<file path="config.mk">
export PLATFORM = sky130hd
export DESIGN_NAME = set_seq_ctrl
export DESIGN_NICKNAME = d
export VERILOG_FILES = /design/src/rtl/set_pkg.sv /design/src/rtl/set_tc_counter.sv /design/src/rtl/set_seq_ctrl.sv
export SDC_FILE = /design/constraint.sdc
export NUM_CORES = 1
export LEC_CHECK = 0
export ABC_AREA = 1
export CAP_MARGIN = 10
export CELL_PAD_IN_SITES_DETAIL_PLACEMENT = 0
export CELL_PAD_IN_SITES_GLOBAL_PLACEMENT = 1
export CORE_MARGIN = 1.5
export CORE_UTILIZATION = 29
export DETAILED_ROUTE_END_ITERATION = 12
export GPL_TIMING_DRIVEN = 0
export HOLD_SLACK_MARGIN = 0.06
export MAX_ROUTING_LAYER = met4
export PLACE_DENSITY_LB_ADDON = 0.12
export REMOVE_ABC_BUFFERS = 1
export SYNTH_ARGS = -nofsm -noshare
export SYNTH_HDL_FRONTEND = slang
export SYNTH_SLANG_ARGS = --single-unit
</file>
<file path="constraint.sdc">
create_clock -name clk_i -period 1.28 [get_ports clk_i]
set_input_delay 0.192 -clock clk_i [delete_from_list [all_inputs] [get_ports clk_i]]
set_output_delay 0.192 -clock clk_i [all_outputs]
set_load 0.01 [all_outputs]
</file>
<file path="src/rtl/set_pkg.sv">
// Shared types for the SET sequencing controller: FSM state encoding and the
// index-width helper used to size the candidate/pass/drain counters.
package set_pkg;

    localparam int STATE_W = 3;

    typedef enum logic [STATE_W-1:0] {
        ST_IDLE  = 3'd0,
        ST_LOAD  = 3'd1,
        ST_SCAN  = 3'd2,
        ST_DRAIN = 3'd3,
        ST_DONE  = 3'd4
    } state_t;

    // Bits needed to index n items; never less than one bit.
    function automatic int idx_width(input int n);
        return (n > 1) ? $clog2(n) : 1;
    endfunction

endpackage

</file>
<file path="src/rtl/set_tc_counter.sv">
// Up-counter with synchronous clear, count enable and a terminal-count flag.
// Clear has priority over enable; the caller stops enabling at terminal count.
module set_tc_counter #(
    parameter int WIDTH = 1,
    parameter int TC    = 0
) (
    input  logic             clk_i,
    input  logic             rst_ni,
    input  logic             clr_i,
    input  logic             en_i,
    output logic [WIDTH-1:0] cnt_o,
    output logic             tc_o
);

    localparam logic [WIDTH-1:0] TC_VAL = WIDTH'(TC);

    logic [WIDTH-1:0] cnt_reg;

    always_ff @(posedge clk_i or negedge rst_ni) begin
        if (!rst_ni) begin
            cnt_reg <= '0;
        end else if (clr_i) begin
            cnt_reg <= '0;
        end else if (en_i) begin
            cnt_reg <= cnt_reg + WIDTH'(1);
        end
    end

    assign cnt_o = cnt_reg;
    assign tc_o  = (cnt_reg == TC_VAL);

endmodule

</file>
<file path="src/rtl/set_seq_ctrl.sv">
// SET scan sequencer: LOAD / SCAN / DRAIN per pass, NUM_PASS passes per job,
// result held with valid/ready. Define SET_SEQ_CTRL_ABORT_EN to add abort_i.
module set_seq_ctrl
    import set_pkg::*;
#(
    parameter int N_CAND   = 16,
    parameter int PIPE_LAT = 0,
    parameter int NUM_PASS = 1
) (
    input  logic                           clk_i,
    input  logic                           rst_ni,
    input  logic                           en_i,
    input  logic                           ready_i,
`ifdef SET_SEQ_CTRL_ABORT_EN
    input  logic                           abort_i,
`endif
    output logic                           valid_o,
    output logic                           busy_o,
    output logic                           buffer_en_o,
    output logic                           coord_en_o,
    output logic                           acc_clear_o,
    output logic                           acc_en_o,
    output logic                           clear_o,
    output logic [idx_width(N_CAND)-1:0]   cand_idx_o,
    output logic [idx_width(NUM_PASS)-1:0] pass_o
);

    localparam int CAND_W = idx_width(N_CAND);
    localparam int PASS_W = idx_width(NUM_PASS);

    state_t state_reg;
    state_t state_next;

    logic cand_tc;
    logic drain_tc;
    logic pass_tc;
    logic abort_w;
    logic accept_w;
    logic start_w;
    logic end_of_pass_w;
    logic cand_clr;
    logic cand_en;
    logic pass_clr;
    logic pass_en;

`ifdef SET_SEQ_CTRL_ABORT_EN
    assign abort_w = abort_i && (state_reg != ST_IDLE);
`else
    assign abort_w = 1'b0;
`endif

    assign start_w       = (state_reg == ST_IDLE) && en_i;
    assign accept_w      = (state_reg == ST_DONE) && ready_i && !abort_w;
    assign end_of_pass_w = ((state_reg == ST_SCAN) && cand_tc && (PIPE_LAT == 0))
                         || ((state_reg == ST_DRAIN) && drain_tc);

    // Candidate index reads 0 in every LOAD and holds N_CAND-1 through DRAIN/DONE.
    assign cand_clr = start_w || (end_of_pass_w && !pass_tc) || accept_w || abort_w;
    assign cand_en  = (state_reg == ST_SCAN) && !cand_tc;
    assign pass_clr = accept_w || abort_w;
    assign pass_en  = end_of_pass_w && !pass_tc;

    set_tc_counter #(
        .WIDTH (CAND_W),
        .TC    (N_CAND - 1)
    ) u_cand_cnt (
        .clk_i  (clk_i),
        .rst_ni (rst_ni),
        .clr_i  (cand_clr),
        .en_i   (cand_en),
        .cnt_o  (cand_idx_o),
        .tc_o   (cand_tc)
    );

    set_tc_counter #(
        .WIDTH (PASS_W),
        .TC    (NUM_PASS - 1)
    ) u_pass_cnt (
        .clk_i  (clk_i),
        .rst_ni (rst_ni),
        .clr_i  (pass_clr),
        .en_i   (pass_en),
        .cnt_o  (pass_o),
        .tc_o   (pass_tc)
    );

    generate
        if (PIPE_LAT > 0) begin : g_drain
            logic [idx_width(PIPE_LAT)-1:0] drain_cnt_unused;
            logic                           drain_clr;
            logic                           drain_en;

            // Held at zero outside DRAIN so every drain phase starts fresh.
            assign drain_clr = (state_reg != ST_DRAIN) || abort_w;
            assign drain_en  = (state_reg == ST_DRAIN) && !drain_tc;

            set_tc_counter #(
                .WIDTH (idx_width(PIPE_LAT)),
                .TC    (PIPE_LAT - 1)
            ) u_drain_cnt (
                .clk_i  (clk_i),
                .rst_ni (rst_ni),
                .clr_i  (drain_clr),
                .en_i   (drain_en),
                .cnt_o  (drain_cnt_unused),
                .tc_o   (drain_tc)
            );
        end else begin : g_no_drain
            assign drain_tc = 1'b0;
        end
    endgenerate

    always_ff @(posedge clk_i or negedge rst_ni) begin
        if (!rst_ni) begin
            state_reg <= ST_IDLE;
        end else begin
            state_reg <= state_next;
        end
    end

    always_comb begin
        state_next  = state_reg;
        valid_o     = 1'b0;
        busy_o      = (state_reg != ST_IDLE);
        buffer_en_o = 1'b0;
        coord_en_o  = 1'b0;
        acc_clear_o = 1'b0;
        acc_en_o    = 1'b0;
        clear_o     = accept_w || abort_w;

        case (state_reg)
            ST_IDLE: begin
                // Gated by reset so every output reads 0 while rst_ni is low.
                buffer_en_o = en_i && rst_ni;
                if (en_i) begin
                    state_next = ST_LOAD;
                end
            end
            ST_LOAD: begin
                coord_en_o  = 1'b1;
                acc_clear_o = (pass_o == '0);
                state_next  = ST_SCAN;
            end
            ST_SCAN: begin
                acc_en_o = 1'b1;
                if (cand_tc) begin
                    if (PIPE_LAT > 0) begin
                        state_next = ST_DRAIN;
                    end else begin
                        state_next = pass_tc ? ST_DONE : ST_LOAD;
                    end
                end
            end
            ST_DRAIN: begin
                acc_en_o = 1'b1;
                if (drain_tc) begin
                    state_next = pass_tc ? ST_DONE : ST_LOAD;
                end
            end
            ST_DONE: begin
                valid_o = !abort_w;
                if (ready_i) begin
                    state_next = ST_IDLE;
                end
            end
            default: begin
                state_next = ST_IDLE;
            end
        endcase

        if (abort_w) begin
            state_next = ST_IDLE;
        end
    end

endmodule
</file>
# Word-level counts from Yosys, hierarchy flattened
# Index checks and enable logic that the tools add are counted.
dict set report word_totals {
  reg_bits 8
  elab_cells 44
}
dict set report op_classes {
  n_addsub 2
  eq_ne 8
  mux 14
  bitwise 2
  n_reduce_logical 15
}
# operator count
set ops {}
lappend ops {{$pmux W3 S5} 1}
lappend ops {{$mux W3} 4}
lappend ops {{$mux W4} 2}
lappend ops {{$mux W1} 7}
lappend ops {{$eq A3 B2 Y1 const B} 2}
lappend ops {{$logic_and A1 B1 Y1} 6}
lappend ops {{$ne A2 B2 Y1 const B} 3}
lappend ops {{$add A4 B1 Y4 const B} 1}
lappend ops {{$eq A4 B4 Y1 const B} 1}
lappend ops {{$reduce_and A4 Y1} 1}
lappend ops {{$reduce_bool A2 Y1} 2}
lappend ops {{$eq A3 B1 Y1 const B} 1}
lappend ops {{$eq A3 B3 Y1 const B} 1}
lappend ops {{$logic_not A3 Y1} 1}
lappend ops {{$reduce_bool A3 Y1} 1}
lappend ops {{$logic_or A1 B1 Y1} 2}
lappend ops {{$not A1 Y1} 2}
lappend ops {{$reduce_or A2 Y1} 1}
lappend ops {{$add A1 B1 Y1 const B} 1}
lappend ops {{$logic_not A1 Y1} 1}

# Depth between registers and ports, before layout
# Gate-level depths: netlist of the first run.
dict set report logic_depth {
  ltp_word 6
  depth_mapped 8
  ltp_nobuf 8
}

# Hierarchy
# From an unflattened synthesis of the first run, not the netlist that was laid out.
dict set report unflattened {
  hier_cells 71
  area_unflattened_um2 501.7
}
# module seq_area_each_um2 area_each_um2 cells_each n_inst
set by_module_without_submodules {}
lappend by_module_without_submodules {set_seq_ctrl 75.1 240.2 38 1}
lappend by_module_without_submodules {{set_tc_counter (u_cand_cnt)} 100.1 211.5 26 1}
lappend by_module_without_submodules {{set_tc_counter (u_pass_cnt)} 25.0 50.0 7 1}

# Least setup slack after synthesis of the first run
# No wires, ideal clock.
dict set report synth_path {
  kind {register to output}
  from {register state_reg[1]}
  to {output port acc_clear_o}
  t_arrival_ns 1.075
  path_buffers 0
  path_slack_ns 0.013
  stages_incl_launch_ff 4
  path_cell_list {dfrtp_1 -> nor3_1 -> inv_1 -> nor2_1}
}
dict set report synth_via {
  elab_chain_cells 2
}
# item line
set synth_lines {}
lappend synth_lines {{start: declaration} set_seq_ctrl.sv:31} ;# state_t state_reg;
lappend synth_lines {{start signal: assignment} set_seq_ctrl.sv:117} ;# state_reg <= state_next;
lappend synth_lines {{$eq A3 B1 Y1} set_seq_ctrl.sv:131} ;# case (state_reg)
lappend synth_lines {{$mux W1} set_seq_ctrl.sv:131}
lappend synth_lines {{end: declaration} set_seq_ctrl.sv:21} ;# output logic acc_clear_o,
# No other way between the ends.

# Worst setup path in the final report of the first run
# Ends and elaborated chain as after synthesis.

==> impl_summary.log, run 1 <==
INFO  metric tritoncts = yes
INFO  metric critPathMaxFanout = 3
INFO  metric timing.hold.ws = 0.5457 ns
INFO  metric postSynthRegisterBits = 8
INFO  metric max_ir_drop_vdd = 0.001163 V
INFO  metric yosys.cell_count.top_type = nand2_1
INFO  metric fill_cells = 141
INFO  metric track_usage = 0.1703
INFO  metric area_growth_syn_to_layout = 81.66%
INFO  metric fmax = 0.6773 GHz
INFO  metric worst_pin_slew = 0.3517 ns
INFO  metric setup_slack = -0.1965 ns
INFO  metric cp.buffers_inverters = 4
INFO  metric dp_slack = -0.5797 ns
INFO  metric power-per-cell-area = 2143 mW/mm^2
INFO  metric crit_family = buffers and inverters
INFO  metric first_pass_grt_wire_length = 2366 um
INFO  metric routed_wl = 1416 um
INFO  metric hold_path.class = in2async
INFO  metric arrival = 1.28 ns
INFO  metric synth_ff_type = dfrtp_1
INFO  metric netlist_instances = 74
INFO  metric maximum_number_of_pins_on_one_net_before_global_route_repair = 9
INFO  metric critPathSlowestCell = dfrtp_2
INFO  metric layout.area.seq = 203.9 um^2
INFO  metric period_share = 1.154
INFO  metric fp.coreArea = 0.001559 mm^2
INFO  metric final_hold_viol_count = 0
INFO  metric timing.max_slew.rel_slack = 0.7647
INFO  metric clock_sink_count = 8
INFO  metric diodes = 0
INFO  metric netlist-cell-type-count = 13
INFO  metric fin_skew = 0.002135 ns
INFO  metric outcome = finished with violations
INFO  metric ioPinCount = 16
INFO  metric drtIter0Drc = 15
INFO  metric asyncSetResetFlopFracSynth = 1.000
INFO  metric path_clk_slew = 0.05 ns
INFO  metric timing.critical_path.from_type = flop
INFO  metric timing.max_cap.violations = 0
INFO  metric global_route.overflow_total = 0
INFO  metric cts_root_buf = clkbuf_4
INFO  metric core.rowCount = 14
INFO  metric gpl.final_weighted_congestion = 0.7940
INFO  metric synth_enable_flop_cells = 0
INFO  metric via_count_of_the_routed_design = 589
INFO  metric clock_tree.htree_level_count = 1
INFO  metric drt-wirelength-per-cell = 11.24 um
INFO  metric timing.critical_path.cells = buf_6 > nor3_4 > buf_4 > inv_2 > nor2_1 > buf_2
INFO  metric leakagePower = 0.4958 nW
INFO  metric synth_commonest_cells = 20 x nand2_1, 13 x nor2_1, 12 x inv_1, 10 x nand3_1, 8 x dfrtp_1
INFO  metric flip_flop_count_of_the_largest_register_after_layout = 4
INFO  metric synth.cell_area = 498.0 um^2
INFO  metric critPathCaptureType = output pin
INFO  metric detail_route.drc_violations = 0
INFO  metric final_layout_size_suffix_gt1_frac = 0.4364
INFO  metric yosysWarningCount = 0
INFO  metric die_height = 44.44 um
INFO  metric min_period = 1.477 ns
INFO  metric synth_top_area_cell = dfrtp_1
INFO  metric path_class = reg2out
INFO  metric route.antenna.remaining_nets = 0
INFO  metric cts_max_path_buffers = 2
INFO  metric dieArea = 0.001975 mm^2
INFO  metric yosys-top-cells-area = dfrtp_1 40%, nand2_1 15%, nand3_1 10%
INFO  metric rsz_0062_raised_after_global_routing = yes
INFO  metric critPathMaxStageDelay = 0.42 ns
INFO  metric syn_avg_cell_area = 6.729 um^2
INFO  metric vias_in_the_first_global_route = 544
INFO  metric yosysTopAreaCellShare = 0.4020
INFO  metric area_occupied_by_multi_input_gates = 316.6 um^2
INFO  metric final_nets = 117
INFO  metric die_x = 44.44 um
INFO  metric drt_pre_antenna_iters = 6
INFO  metric place.detailed.hpwl = 853.2 um
INFO  metric slew_violations = 0
INFO  metric clk-insertion-delay-late = 0.25 ns
INFO  metric cp_data_required_time = 1.09 ns
INFO  metric grt_antenna_before_repair = 0
INFO  metric failed_checks = negative setup slack
INFO  metric io_buffer_count = 15
INFO  metric timing.final.setup_violations = 13
INFO  metric seq_area_frac_synth = 0.4020
INFO  metric cts-buffers-inserted = 3
INFO  metric initial_core_util = 0.3194
INFO  metric detail_route.vias_per_cell = 4.675
report_power, final:
group          switching (W)  internal [W]  leakage [nW]
clock network      0.0000791      0.000107        0.0138
registers           0.000108      0.000342         0.102
logic               0.000631      0.000672         0.380
total               0.000818       0.00112         0.496
cell families after synthesis:
logic type               count (synthesis)  synth area share
flip-flops                               8            0.4020
buffers and inverters                   13           0.09798
adder cells (fa/ha/maj)                  1           0.02512
AND/OR/NAND/NOR                         52            0.4749
what timing repair did:
item / 4_1_cts / 5_1_grt
endpoints found under the setup margin: 18 / 14
endpoints found under the hold margin: 8 / 0
buffers inserted: 15 / 3
pin swaps: 7 / 1
hold buffers: 1 / 0
resized for setup: 58 / 8
gates cloned: 0 / 0
layout by cell type, fill, tap and decap left out, types with 2 or more instances in the layout:
cell type,n
buf_2,5
buf_4,11
buf_6,7
clkbuf_4,3
clkdlybuf4s50_1,2
dfrtp_1,5
dfrtp_2,3
dlygate4sd2_1,5
inv_1,9
inv_2,3
nand2_1,17
nand2_2,2
nand3_1,10
nand4_1,2
nor2_1,9
nor2_2,2
nor2_4,4
nor3_4,2
metrics by stage:
stage          TNS, ns  instance area [um^2]  power (W)  std cells    util
2_1_floorplan        0                 498.0  0.0008808         74       -
6_report       -0.9981                 904.6   0.001939        126  0.5803
3_3_place_gp    -2.410                 668.1   0.001221        105  0.4286
5_1_grt         -1.938                 904.6   0.002088        126  0.5803
3_5_place_dp    -2.198                 668.1   0.001214        105  0.4286
4_1_cts        -0.7068                 863.3   0.001813        124  0.5538
metal layers:
layer | part of all wire | wire (um) | track usage
met1 | 0.46 | 654 | 0.2304
met2 | 0.47 | 668 | 0.2324
met3 | 0.047 | 66 | 0.03265
met4 | 0.019 | 27 | 0.1030
met5 | 0 | 0 | -
worst paths after layout:
check	from	to	slack [ns]	cells past startpoint
max	state_reg[1]	acc_clear_o	-0.20	6
min	rst_ni	state_reg[2]	0.55	2
max reg2reg	state_reg[0]	u_cand_cnt.cnt_o[2]	-0.08	8
min reg2reg	u_cand_cnt.cnt_o[1]	u_cand_cnt.cnt_o[1]	0.62	4
max in group asynchronous	rst_ni	state_reg[0]	0.46	2
min in group clk_i	u_cand_cnt.cnt_o[1]	u_cand_cnt.cnt_o[1]	0.62	4
area by class of cell:
class,count,share of cell area
repair buffers,33,0.3209
multi-input cells,53,0.3499
well taps,16,0.02213
inverters,13,0.05671
flip-flops and latches,8,0.2254
clock buffers,3,0.02490
Power figures use the tool's default switching activity.
==> run 2: changes to the inputs <==
--- a/config.mk
+++ b/config.mk
@@ -20,3 +20,4 @@
 export SYNTH_ARGS = -nofsm -noshare
 export SYNTH_HDL_FRONTEND = slang
 export SYNTH_SLANG_ARGS = --single-unit
+export TNS_END_PERCENT = 30
==> run 2 against run 1 <==
The run still ends with negative setup slack left. Setup slack worse by 0.015 ns. Hold slack worse by 0.0099 ns. Core utilization is 4.9 points lower. Flip-flop and latch count stayed put. Power is 10% lower. Routed wire length is 11% lower. Critical path type unchanged.
==> impl_summary.log, run 2 (synthesized netlist as in run 1, its figures left out) <==
INFO  metric path_clk_slew = 0.05 ns
INFO  metric maximum_number_of_pins_on_one_net_before_global_route_repair = 9
INFO  metric timing.final.setup_violations = 10
INFO  metric fp.coreArea = 0.001559 mm^2
INFO  metric timing.hold.ws = 0.5359 ns
INFO  metric final_layout_size_suffix_gt1_frac = 0.3810
INFO  metric setup_slack = -0.2114 ns
INFO  metric grt_antenna_before_repair = 0
INFO  metric leakagePower = 0.4619 nW
INFO  metric most_common_library_cell_in_the_layout_ignoring_fill_and_taps = nand2_1
INFO  metric place.detailed.hpwl = 853.2 um
INFO  metric vias_in_the_first_global_route = 496
INFO  metric detail_route.vias_per_cell = 4.603
INFO  metric cts_max_path_buffers = 2
INFO  metric routed_wl = 1264 um
INFO  metric final_nets = 112
INFO  metric ioPinCount = 16
INFO  metric numPlacedInstances = 105
INFO  metric drt_pre_antenna_iters = 6
INFO  metric dieArea = 0.001975 mm^2
INFO  metric final_hold_viol_count = 0
INFO  metric outcome = finished with violations
INFO  metric die_x = 44.44 um
INFO  metric timing.max_slew.rel_slack = 0.7632
INFO  metric slew_violations = 0
INFO  metric tritoncts = yes
INFO  metric clock_tree.htree_level_count = 1
INFO  metric drtIter0Drc = 16
INFO  metric rsz_0062_raised_after_global_routing = yes
INFO  metric cts_root_buf = clkbuf_4
INFO  metric critPathCaptureType = output pin
INFO  metric path_class = reg2out
INFO  metric global_route.overflow_total = 0
INFO  metric gpl.final_weighted_congestion = 0.7940
INFO  metric initial_core_util = 0.3194
INFO  metric most-common-layout-cells = 18 x nand2_1, 10 x nor2_1, 10 x nand3_1
INFO  metric r2r_cells = 8
INFO  metric critPathMaxFanout = 3
INFO  metric period_share = 1.165
INFO  metric io_buffer_count = 15
INFO  metric power-per-cell-area = 2095 mW/mm^2
INFO  metric die_height = 44.44 um
INFO  metric drt-wirelength-per-cell = 10.45 um
INFO  metric rrSetupSlack = -0.07 ns
INFO  metric min_period = 1.491 ns
INFO  metric flip_flop_count_of_the_largest_register_after_layout = 4
INFO  metric fin_skew = 0.003659 ns
INFO  metric track_usage = 0.1501
INFO  metric clk-insertion-delay-late = 0.25 ns
INFO  metric arrival = 1.30 ns
INFO  metric timing.critical_path.from_type = flop
INFO  metric final-instance-count-excl-fill = 121
INFO  metric first_pass_grt_wire_length = 2090 um
INFO  metric dp_slack = -0.5797 ns
INFO  metric fmax = 0.6705 GHz
INFO  metric diodes = 0
INFO  metric r2r-start = state_reg[2]
INFO  metric core.rowCount = 14
INFO  metric via_count_of_the_routed_design = 557
INFO  metric cp_data_required_time = 1.09 ns
INFO  metric rr_endpoint = state_reg[2]
INFO  metric timing.max_cap.violations = 0
INFO  metric area_growth_syn_to_layout = 66.33%
INFO  metric cts-buffers-inserted = 3
INFO  metric route.antenna.remaining_nets = 0
INFO  metric detail_route.drc_violations = 0
INFO  metric post-route-util = 0.5313
INFO  metric hold_path.class = in2async
INFO  metric max_ir_drop_vdd = 0.001171 V
INFO  metric worst_pin_slew = 0.3540 ns
INFO  metric clock_sink_count = 8
INFO  metric failed_checks = negative setup slack
## run 2: area by class of cell
| cell class | count | area, um^2 |
|---|---|---|
| fillers | 154 | 730.7 |
| multi-input cells | 53 | 291.5 |
| repair buffers | 28 | 241.5 |
| flip-flops and latches | 8 | 203.9 |
| inverters | 13 | 48.80 |
| clock buffers | 3 | 22.52 |
| well taps | 16 | 20.02 |
## run 2: metrics by stage
| step | instance area [um^2] | TNS [ns] | total power [W] |
|---|---|---|---|
| after floorplan | 498.0 | 0 | 0.0008808 |
| after global placement | 668.1 | -2.410 | 0.001221 |
| after detailed placement | 668.1 | -2.198 | 0.001214 |
| after CTS | 808.3 | -0.5981 | 0.001691 |
| after global routing | 828.3 | -1.694 | 0.001878 |
| final | 828.3 | -0.7927 | 0.001736 |
## run 2: critical path, cell delays in order, from the launching register on
cell and delay (ns):
dfrtp_2 0.42, inv_2 0.07, nor3_4 0.20, buf_4 0.14
inv_2 0.03, nor2_1 0.07, buf_2 0.13
## run 2: worst max-delay path by stage
stage	to	slack [ns]	cells after the start	from
floorplan	acc_clear_o	0.01	3	state_reg[1]
global placement	buffer_en_o	-0.58	4	rst_ni
detailed placement	buffer_en_o	-0.58	4	rst_ni
CTS	acc_clear_o	-0.21	6	state_reg[1]
global route	acc_clear_o	-0.28	6	state_reg[0]
finish	acc_clear_o	-0.21	6	state_reg[0]
## run 2: routing by layer
| layer | part of all wire | vias up | global-route usage |
|---|---|---|---|
| li1 | - | 296 | - |
| met1 | 0.47 | 235 | 0.2045 |
| met2 | 0.45 | 24 | 0.2147 |
| met3 | 0.066 | 2 | 0.02449 |
| met4 | 0.013 | 0 | 0.07273 |
| met5 | 0 | - | - |
## run 2: power breakdown
part	internal, W	switching [W]	total (W)
combinational	0.000548	0.000550	0.00110
sequential	0.000342	0.000109	0.000451
clock	0.000107	0.0000800	0.000187
total	0.000996	0.000739	0.00174
## run 2: what timing repair did
item,in CTS,in global routing
setup buffers,11,1
gates cloned,0,0
resized for setup,52,4
setup endpoints to repair,18,14
endpoints found under the hold margin,8,0
hold buffers,1,0
pin swaps,4,0
